**src/rtl/uart_rx_fifo.sv**
```systemverilog
// UART receiver (7/8 data bits, optional odd/even parity) feeding a 4-entry
// FIFO of {ferr, perr, data} entries with a sticky overflow flag.
module uart_rx_fifo (
    input  logic        clk,
    input  logic        reset,
    input  logic        rx,
    input  logic        eight,
    input  logic        pen,
    input  logic        ohel,
    input  logic [18:0] k,
    input  logic        rd,
    output logic [7:0]  data,
    output logic        rxrdy,
    output logic        ferr,
    output logic        perr,
    output logic        ovf,
    output logic        full
);

    typedef enum logic [2:0] {IDLE, START, DATA, PARITY, STOP} state_t;

    state_t      r_state;
    logic        r_s1, r_s2, r_s3;
    logic [18:0] r_timer;
    logic [18:0] r_k;
    logic        r_eight, r_pen, r_ohel;
    logic [2:0]  r_bitcnt;
    logic [7:0]  r_shift;
    logic        r_perr;
    logic        r_push;
    logic [9:0]  r_push_ent;

    logic [9:0]  r_mem [4];
    logic [1:0]  r_wp, r_rp;
    logic [2:0]  r_cnt;
    logic        r_ovf;

    logic        w_rx;
    logic        w_fall;
    logic [18:0] w_lim;
    logic        w_tick;
    logic        w_last;
    logic        w_rd_acc;
    logic        w_wr;
    logic        w_ovf_set;
    logic [9:0]  w_head;

    // r_s3 is only an edge-detect history bit; decoding uses r_s2.
    always_ff @(posedge clk or negedge reset) begin
        if (!reset) begin
            r_s1 <= 1'b1;
            r_s2 <= 1'b1;
            r_s3 <= 1'b1;
        end else begin
            r_s1 <= rx;
            r_s2 <= r_s1;
            r_s3 <= r_s2;
        end
    end

    assign w_rx   = r_s2;
    assign w_fall = r_s3 & ~r_s2;
    assign w_lim  = (r_state == START) ? ({1'b0, r_k[18:1]} - 19'd1) : (r_k - 19'd1);
    assign w_tick = (r_timer == w_lim);
    assign w_last = r_eight ? (r_bitcnt == 3'd7) : (r_bitcnt == 3'd6);

    always_ff @(posedge clk or negedge reset) begin
        if (!reset) begin
            r_state    <= IDLE;
            r_timer    <= '0;
            r_k        <= '0;
            r_eight    <= 1'b0;
            r_pen      <= 1'b0;
            r_ohel     <= 1'b0;
            r_bitcnt   <= '0;
            r_shift    <= '0;
            r_perr     <= 1'b0;
            r_push     <= 1'b0;
            r_push_ent <= '0;
        end else begin
            r_push <= 1'b0;
            unique case (r_state)
                IDLE: begin
                    if (w_fall) begin
                        r_state  <= START;
                        r_timer  <= '0;
                        r_bitcnt <= '0;
                        r_shift  <= '0;
                        r_perr   <= 1'b0;
                        r_k      <= k;
                        r_eight  <= eight;
                        r_pen    <= pen;
                        r_ohel   <= ohel;
                    end
                end
                START: begin
                    if (w_tick) begin
                        r_timer <= '0;
                        r_state <= w_rx ? IDLE : DATA;
                    end else begin
                        r_timer <= r_timer + 19'd1;
                    end
                end
                DATA: begin
                    if (w_tick) begin
                        r_timer           <= '0;
                        r_shift[r_bitcnt] <= w_rx;
                        r_bitcnt          <= r_bitcnt + 3'd1;
                        if (w_last)
                            r_state <= r_pen ? PARITY : STOP;
                    end else begin
                        r_timer <= r_timer + 19'd1;
                    end
                end
                PARITY: begin
                    if (w_tick) begin
                        r_timer <= '0;
                        r_perr  <= (((^r_shift) ^ w_rx) != r_ohel);
                        r_state <= STOP;
                    end else begin
                        r_timer <= r_timer + 19'd1;
                    end
                end
                STOP: begin
                    if (w_tick) begin
                        r_timer    <= '0;
                        r_bitcnt   <= '0;
                        r_push     <= 1'b1;
                        r_push_ent <= {~w_rx, r_perr, r_shift};
                        r_state    <= IDLE;
                    end else begin
                        r_timer <= r_timer + 19'd1;
                    end
                end
                default: r_state <= IDLE;
            endcase
        end
    end

    // A pending push lands one edge after the stop sample; rd frees the slot
    // in the same edge, so a full FIFO with rd still accepts the frame.
    assign w_rd_acc  = rd && (r_cnt != 3'd0);
    assign w_wr      = r_push && ((r_cnt != 3'd4) || rd);
    assign w_ovf_set = r_push && (r_cnt == 3'd4) && !rd;

    always_ff @(posedge clk) begin
        if (w_wr)
            r_mem[r_wp] <= r_push_ent;
    end

    always_ff @(posedge clk or negedge reset) begin
        if (!reset) begin
            r_wp  <= '0;
            r_rp  <= '0;
            r_cnt <= '0;
            r_ovf <= 1'b0;
        end else begin
            if (w_wr)
                r_wp <= r_wp + 2'd1;
            if (w_rd_acc)
                r_rp <= r_rp + 2'd1;
            unique case ({w_wr, w_rd_acc})
                2'b10:   r_cnt <= r_cnt + 3'd1;
                2'b01:   r_cnt <= r_cnt - 3'd1;
                default: r_cnt <= r_cnt;
            endcase
            if (w_ovf_set)
                r_ovf <= 1'b1;
            else if (w_rd_acc)
                r_ovf <= 1'b0;
        end
    end

    assign w_head = (r_cnt != 3'd0) ? r_mem[r_rp] : 10'd0;
    assign data   = w_head[7:0];
    assign perr   = w_head[8];
    assign ferr   = w_head[9];
    assign rxrdy  = (r_cnt != 3'd0);
    assign full   = (r_cnt == 3'd4);
    assign ovf    = r_ovf;

endmodule
```
**config.mk**
```make
export PLATFORM = sky130hd
export DESIGN_NAME = uart_rx_fifo
export DESIGN_NICKNAME = d
export VERILOG_FILES = /design/src/rtl/uart_rx_fifo.sv
export SDC_FILE = /design/constraint.sdc
export NUM_CORES = 1
export LEC_CHECK = 0
export ABC_AREA = 1
export ABC_CLOCK_PERIOD_IN_PS = 6100
export CORE_ASPECT_RATIO = 2
export CORE_MARGIN = 2
export CORE_UTILIZATION = 45
export CTS_BUF_LIST = sky130_fd_sc_hd__clkbuf_8
export DETAILED_ROUTE_END_ITERATION = 7
export DONT_BUFFER_PORTS = 1
export PLACE_DENSITY_LB_ADDON = 0.08
export RECOVER_POWER = 100
export SLEW_MARGIN = 30
export SYNTH_ARGS = -nofsm -noshare
export SYNTH_HDL_FRONTEND = slang
export SYNTH_SLANG_ARGS = --single-unit
```
**constraint.sdc**
```tcl
create_clock -name clk -period 6.1 [get_ports clk]
set_clock_uncertainty 0.2 [all_clocks]
set_input_delay 0.915 -clock clk [delete_from_list [all_inputs] [get_ports clk]]
set_output_delay 0.915 -clock clk [all_outputs]
set_load 0.005 [all_outputs]
```
==> flow_summary.ini, run 1 <==
[cts]
cts.clk_slew.worst_paths_ns = 0.08
root_buffer = clkbuf_8
cts_setup_buffers = 0
cts_tree = done
cts.sinks = 118
cts.path.max_buffers = 2
cts-htree-levels = 4
clkLatencyLatePin_ns = 0.44
tritoncts.num_buffers = 17
post_cts_resize_count = 0
holdBufCountCts = 1

[drt]
met3_length_um = 375
met1Wirelength_mm = 5.45
wl_mm = 15.8
wl_met2_mm = 9.35
first_pass_iters = 4
wire_per_inst_um = 15.8
drtIter0Drc = 167
antenna_left = 0
top_layer = met4
remaining_drc_errors = 0
viasPerCell = 5.18
num_vias = 5191

[global_routing]
grt_pass1_wl_mm = 25.7
first_global_vias = 5433
antenna_found_initial = 0
overflow = 0
track_usage = 0.220
grt_max_degree = 76

[timing]
rsz0062_at_grt = no
final_hold_viol_count = 0
slew_headroom = -0.330
slew_viol_final = 44
clock.fmax_mhz = 210
tns_ns = 0
fin_ws_ns = 1.34
setup_viol = 0
fin_crit_sh = 0.780
min_period_ns = 4.76
worst_pin_slew_ns = 2.00

[power_and_ir_drop]
ir_drop_mv = 0.227
total_power_mw = 3.23
p_per_area_nw_per_um2 = 460
p_leak_nw = 3.20

[critical_path]
startpoint_type = register
endpoint_kind = register
r2r-start = r_state[1]
cp.arrival_ns = 4.90
crit_fanout = 24
critPathKind = reg2reg
r2r_setup_slack_ns = 1.34
required_ns = 6.25
crit_start = r_state[1]

[final_layout]
syn_to_final_growth_pct = 9.15
fin_nets = 835
finalInstanceArea_um2 = 7020
insertedDiodeCount = 0
drive_above_1_share = 0.0763

[logic_synthesis]
syn-num-nets = 835
ys_seq_area_frac = 0.491
netlist_area_um2 = 6430
avgSynthCellArea_um2 = 8.04
synth_warnings = 0
yosys_register_bits = 118
netlist.area_leader.share = 0.292
synth_cells = 800
yosys.cell_types.count = 37
synth_top_area_cell = dfrtp_1
synth_area_leaders = dfrtp_1 29%, edfxtp_1 19%, nand2_1 11%, nor2_1 6.2%, nand3_1 5.1%

[floorplan]
initial_core_util = 0.460
io_pins = 39
die_height_um = 173
dieArea_um2 = 15300
dieWidth_um = 88.5
core-area_um2 = 14000
rows = 61

[placement]
place.gp.congestion = 0.905
hpwl_mm = 11.8
pre_cts_ws_ns = 2.13
io_buffers = 0
placed_area_um2 = 6570

[flow_run]
cap_violations = 1

[hold_path]
hp-class = in2async

[outcome]
status = finished with violations
violations = max-capacitance violations, max-slew violations
-- critical path, cell delays in order, from the launching register on --
cell	delay, ns
dfrtp_1	0.41
inv_1	0.46
nand3_1	0.82
nand2_1	0.24
nand2_1	0.15
ha_1	0.25
nand3_1	0.18
nor2_4	0.10
o21ai_0	0.18
nor2_1	0.09
nand3_1	0.09
nor2_1	0.07
nand4_4	0.14
inv_1	0.10
nor2_1	0.86
o21ai_0	0.20
o21ai_0	0.12
-- cell type report --
cell class | count | area, µm²
flip-flops and latches | 118 | 3160
clock inverters | 14 | 199
repair buffers | 2 | 31.3
clock buffers | 18 | 248
well taps | 189 | 236
fillers | 1378 | 6950
multi-input cells | 569 | 2800
inverters | 92 | 345
-- power by group --
part / switching, mW / total, mW / internal [mW]
Clock: 0.345 / 0.804 / 0.459
Sequential: 0.122 / 1.06 / 0.943
Combinational: 0.954 / 1.36 / 0.405
Total: 1.42 / 3.23 / 1.81
-- path summary, 6_finish.rpt --
check | cells after the start | to
setup / recovery | 16 | r_timer[18]
hold reg to reg | 0 | r_s2
max in group asynchronous | 1 | r_k[6]
setup reg to reg | 16 | r_timer[18]
hold / removal | 0 | r_s2
min in group clk | 0 | r_s2
-- per-layer routing --
| layer | up-vias | global-route usage |
|---|---|---|
| met5 | - | 0 |
| met4 | 0 | 0.104 |
| met3 | 36 | 0.0363 |
| met2 | 97 | 0.435 |
| met1 | 2467 | 0.202 |
| li1 | 2591 | - |
-- cell usage after synthesis (all sizes together) --
library cell	instances
a21oi	35
a22o	1
buf	8
clkbuf	13
dfrtp	75
dfstp	3
edfxtp	40
fa	1
ha	8
inv	92
mux2	3
nand2	200
nand3	67
nand3b	6
nand4	13
nor2	120
nor3	14
nor4	2
o21ai	65
o21bai	1
o22ai	1
or2	3
xnor2	8
xnor3	1
xor2	20
-- state kept, by name, indices dropped and copies added (netlist names), 2 cells and up --
| register | count |
|---|---|
| r_shift | 8 |
| r_mem | 40 |
| r_state | 3 |
| r_timer | 19 |
| r_wp | 2 |
| r_cnt | 3 |
| r_rp | 2 |
| r_push_ent | 10 |
| r_bitcnt | 3 |
| r_k | 19 |
-- placed cells by master (no fill, tap or decap), drive strengths merged, types with 2 or more instances in the layout --
cell	Yosys	final
or2	3	3
clkinvlp	0	3
edfxtp	40	40
clkinv	0	4
inv	92	95
mux2	3	3
xnor2	8	8
nor4	2	2
dfrtp	75	75
nand3b	6	6
nor2	120	120
nand4	13	13
nand3	67	67
a21oi	35	35
nor3	14	14
ha	8	8
dfstp	3	3
nand2	200	200
o21ai	65	65
bufinv	0	4
clkbuf	13	19
xor2	20	20
-- logic make-up (layout without fill, tap and decap cells) --
family	count (synthesis)	after routing	synth area share
flops	118	118	0.491
fa+ha+maj	9	9	0.0187
simple gates	425	425	0.289
xor+xnor	29	29	0.0417
mux	3	3	0.00525
compound gates	103	103	0.0849
buf+inv	113	126	0.0697
-- per-stage QoR --
step,hold WS [ns],cells,utilization
2_1_floorplan,0.145,800,-
3_3_place_gp,0.145,969,0.470
4_1_cts,0.0907,1002,0.505
6_report,0.117,1002,0.502
5_1_grt,0.0885,1002,0.502
3_5_place_dp,0.147,969,0.471
Note: power is estimated with default switching activity, not from simulation.
==> run 2, diff against run 1 <==
--- a/config.mk
+++ b/config.mk
@@ -6,7 +6,7 @@
 export NUM_CORES = 1
 export LEC_CHECK = 0
 export ABC_AREA = 1
-export ABC_CLOCK_PERIOD_IN_PS = 6100
+export ABC_CLOCK_PERIOD_IN_PS = 4300
 export CORE_ASPECT_RATIO = 2
 export CORE_MARGIN = 2
 export CORE_UTILIZATION = 45
==> constraint.sdc (replaced) <==
create_clock -name clk -period 4.3 [get_ports clk]
set_clock_uncertainty 0.2 [all_clocks]
set_input_delay 0.645 -clock clk [delete_from_list [all_inputs] [get_ports clk]]
set_output_delay 0.645 -clock clk [all_outputs]
set_load 0.005 [all_outputs]
==> run 2 against run 1 <==
Sequential power increased by 42%. The run still ends with max-capacitance violations, max-slew violations left. Non-clock buffer count grew 4. Wire length down 1.4%. Critical path type unchanged.
==> flow_summary.ini, run 2 (same netlist as run 1, synthesis figures left out) <==
[placement]
io_buffers = 0
place.gp.congestion = 0.898
dp.cells = 971
hpwl_mm = 11.8

[critical_path]
critPathKind = reg2reg
slowest_delay_ns = 0.55
required_ns = 4.45
startpoint_type = register
crit_fanout = 19
cp.arrival_ns = 4.02
endpoint_kind = register
path_cells = inv_2 > nand3_2 > nand2_1 > nand2_1 > ha_1 > nand3_1 > nor2_2 > nand3_2 > nor2_1 > nand3b_1 > nand2_1 > nor2_2 > nand4_4 > inv_1 > nor2_2 > o21ai_0 > o21ai_0
crit_path_top_delay_cell = nor2_2

[final_layout]
nFillCells = 1393
fin_cells = 1006
syn_to_final_growth_pct = 9.07
drive_above_1_share = 0.0845
final_cell_mix = 196 x nand2_1, 108 x nor2_1, 87 x inv_1, 75 x dfrtp_1, 65 x nand3_1
insertedDiodeCount = 0
largest_reg_flops = 40
regMostFlops = r_mem
fin_nets = 839
top_regs = r_mem: 40 flops, r_k: 19 flops, r_timer: 19 flops
layout_commonest_cell = nand2_1

[cts]
cts_setup_buffers = 0
clkLatencyLatePin_ns = 0.43
cts.path.max_buffers = 2
cts.sinks = 118
cts_tree = done
cts.clk_slew.worst_paths_ns = 0.08
post_cts_resize_count = 0
cts-htree-levels = 4
root_buffer = clkbuf_8
tritoncts.num_buffers = 17

[drt]
viasPerCell = 5.13
wl_mm = 15.6
first_pass_iters = 5
drtIter0Drc = 192
num_vias = 5156
antenna_left = 0
wire_per_inst_um = 15.5
remaining_drc_errors = 0

[floorplan]
initial_core_util = 0.460
core-area_um2 = 14000
die_height_um = 173
io_pins = 39
dieArea_um2 = 15300
rows = 61
dieWidth_um = 88.5

[timing]
clock.fmax_mhz = 258
rsz0062_at_grt = no
tns_ns = 0
slew_headroom = -0.337
whs_ns = 0.160
setup_viol = 0
slew_viol_final = 124
worst_pin_slew_ns = 2.00
final_hold_viol_count = 0
min_period_ns = 3.87
fin_crit_sh = 0.901

[outcome]
violations = max-capacitance violations, max-slew violations
status = finished with violations

[global_routing]
overflow = 0
track_usage = 0.213
grt_pass1_wl_mm = 24.9
first_global_vias = 5291
grt_max_degree = 79
antenna_found_initial = 0

[power_and_ir_drop]
p_per_area_nw_per_um2 = 648
total_power_mw = 4.54
ir_drop_mv = 0.391
p_leak_nw = 3.20

[hold_path]
hp-class = in2reg

[flow_run]
cap_violations = 2
[run 2: changes by cell type in the layout (fill, tap and decap cells not counted), sizes merged]
cell	change
dlygate4sd3	+2
buf	+1
bufinv	-1
clkinv	+1
inv	+1
[run 2: routing by layer]
layer / GRT usage / share of wire / vias up
met2: 0.428 / 0.60 / 94
met4: 0.101 / 0.036 / 0
met1: 0.188 / 0.35 / 2434
met3: 0.0363 / 0.019 / 34
li1: - / - / 2594
met5: 0 / 0 / -
[run 2: per-stage QoR]
step	area, µm²	util	setup WS [ns]
after floorplan	6430	-	1.43
after global placement	6590	0.471	0.642
after detailed placement	6590	0.471	0.541
after CTS	7050	0.504	0.511
after global routing	7010	0.502	0.0684
final	7010	0.502	0.426
[run 2: worst max-delay path, delay by kind of cell, from the launching register on]
kind / cells / cell delay [ns]
buf+inv: 2 / 0.28
fa+ha+maj: 1 / 0.20
flops: 1 / 0.40
compound gates: 2 / 0.32
simple gates: 12 / 2.39
[run 2: cell type report]
class | count | area [µm²] | share of cell area
Clock inverter | 15 | 179 | 0.0255
Timing Repair Buffer | 6 | 43.8 | 0.00625
Tap cell | 189 | 236 | 0.0337
Sequential cell | 118 | 3160 | 0.450
Clock buffer | 17 | 234 | 0.0334
Multi-Input combinational cell | 569 | 2820 | 0.402
Inverter | 92 | 345 | 0.0493
[run 2: power breakdown]
group          internal [mW]  leakage [nW]  switching, mW
Combinational          0.598          1.69           1.37
Sequential              1.34          1.31          0.167
Clock                  0.576         0.204          0.494
Total                   2.51          3.20           2.03
[run 2: worst paths after layout]
path / startpoint / depth (start not counted) / to / slack, ns
worst max-delay path: r_state[1] / 17 / r_timer[18] / 0.43
worst min-delay path: ohel / 1 / r_ohel / 0.16
worst max register to register: r_state[1] / 17 / r_timer[18] / 0.43
worst min register to register: r_s1 / 0 / r_s2 / 0.17
max in group asynchronous: reset / 2 / r_k[1] / 1.64
min in group asynchronous: reset / 2 / r_timer[18] / 1.09
[run 2: repair_timing]
action	in CTS	in global routing
setup endpoints to repair	0	0
hold endpoints to repair	79	0
hold buffers	3	0
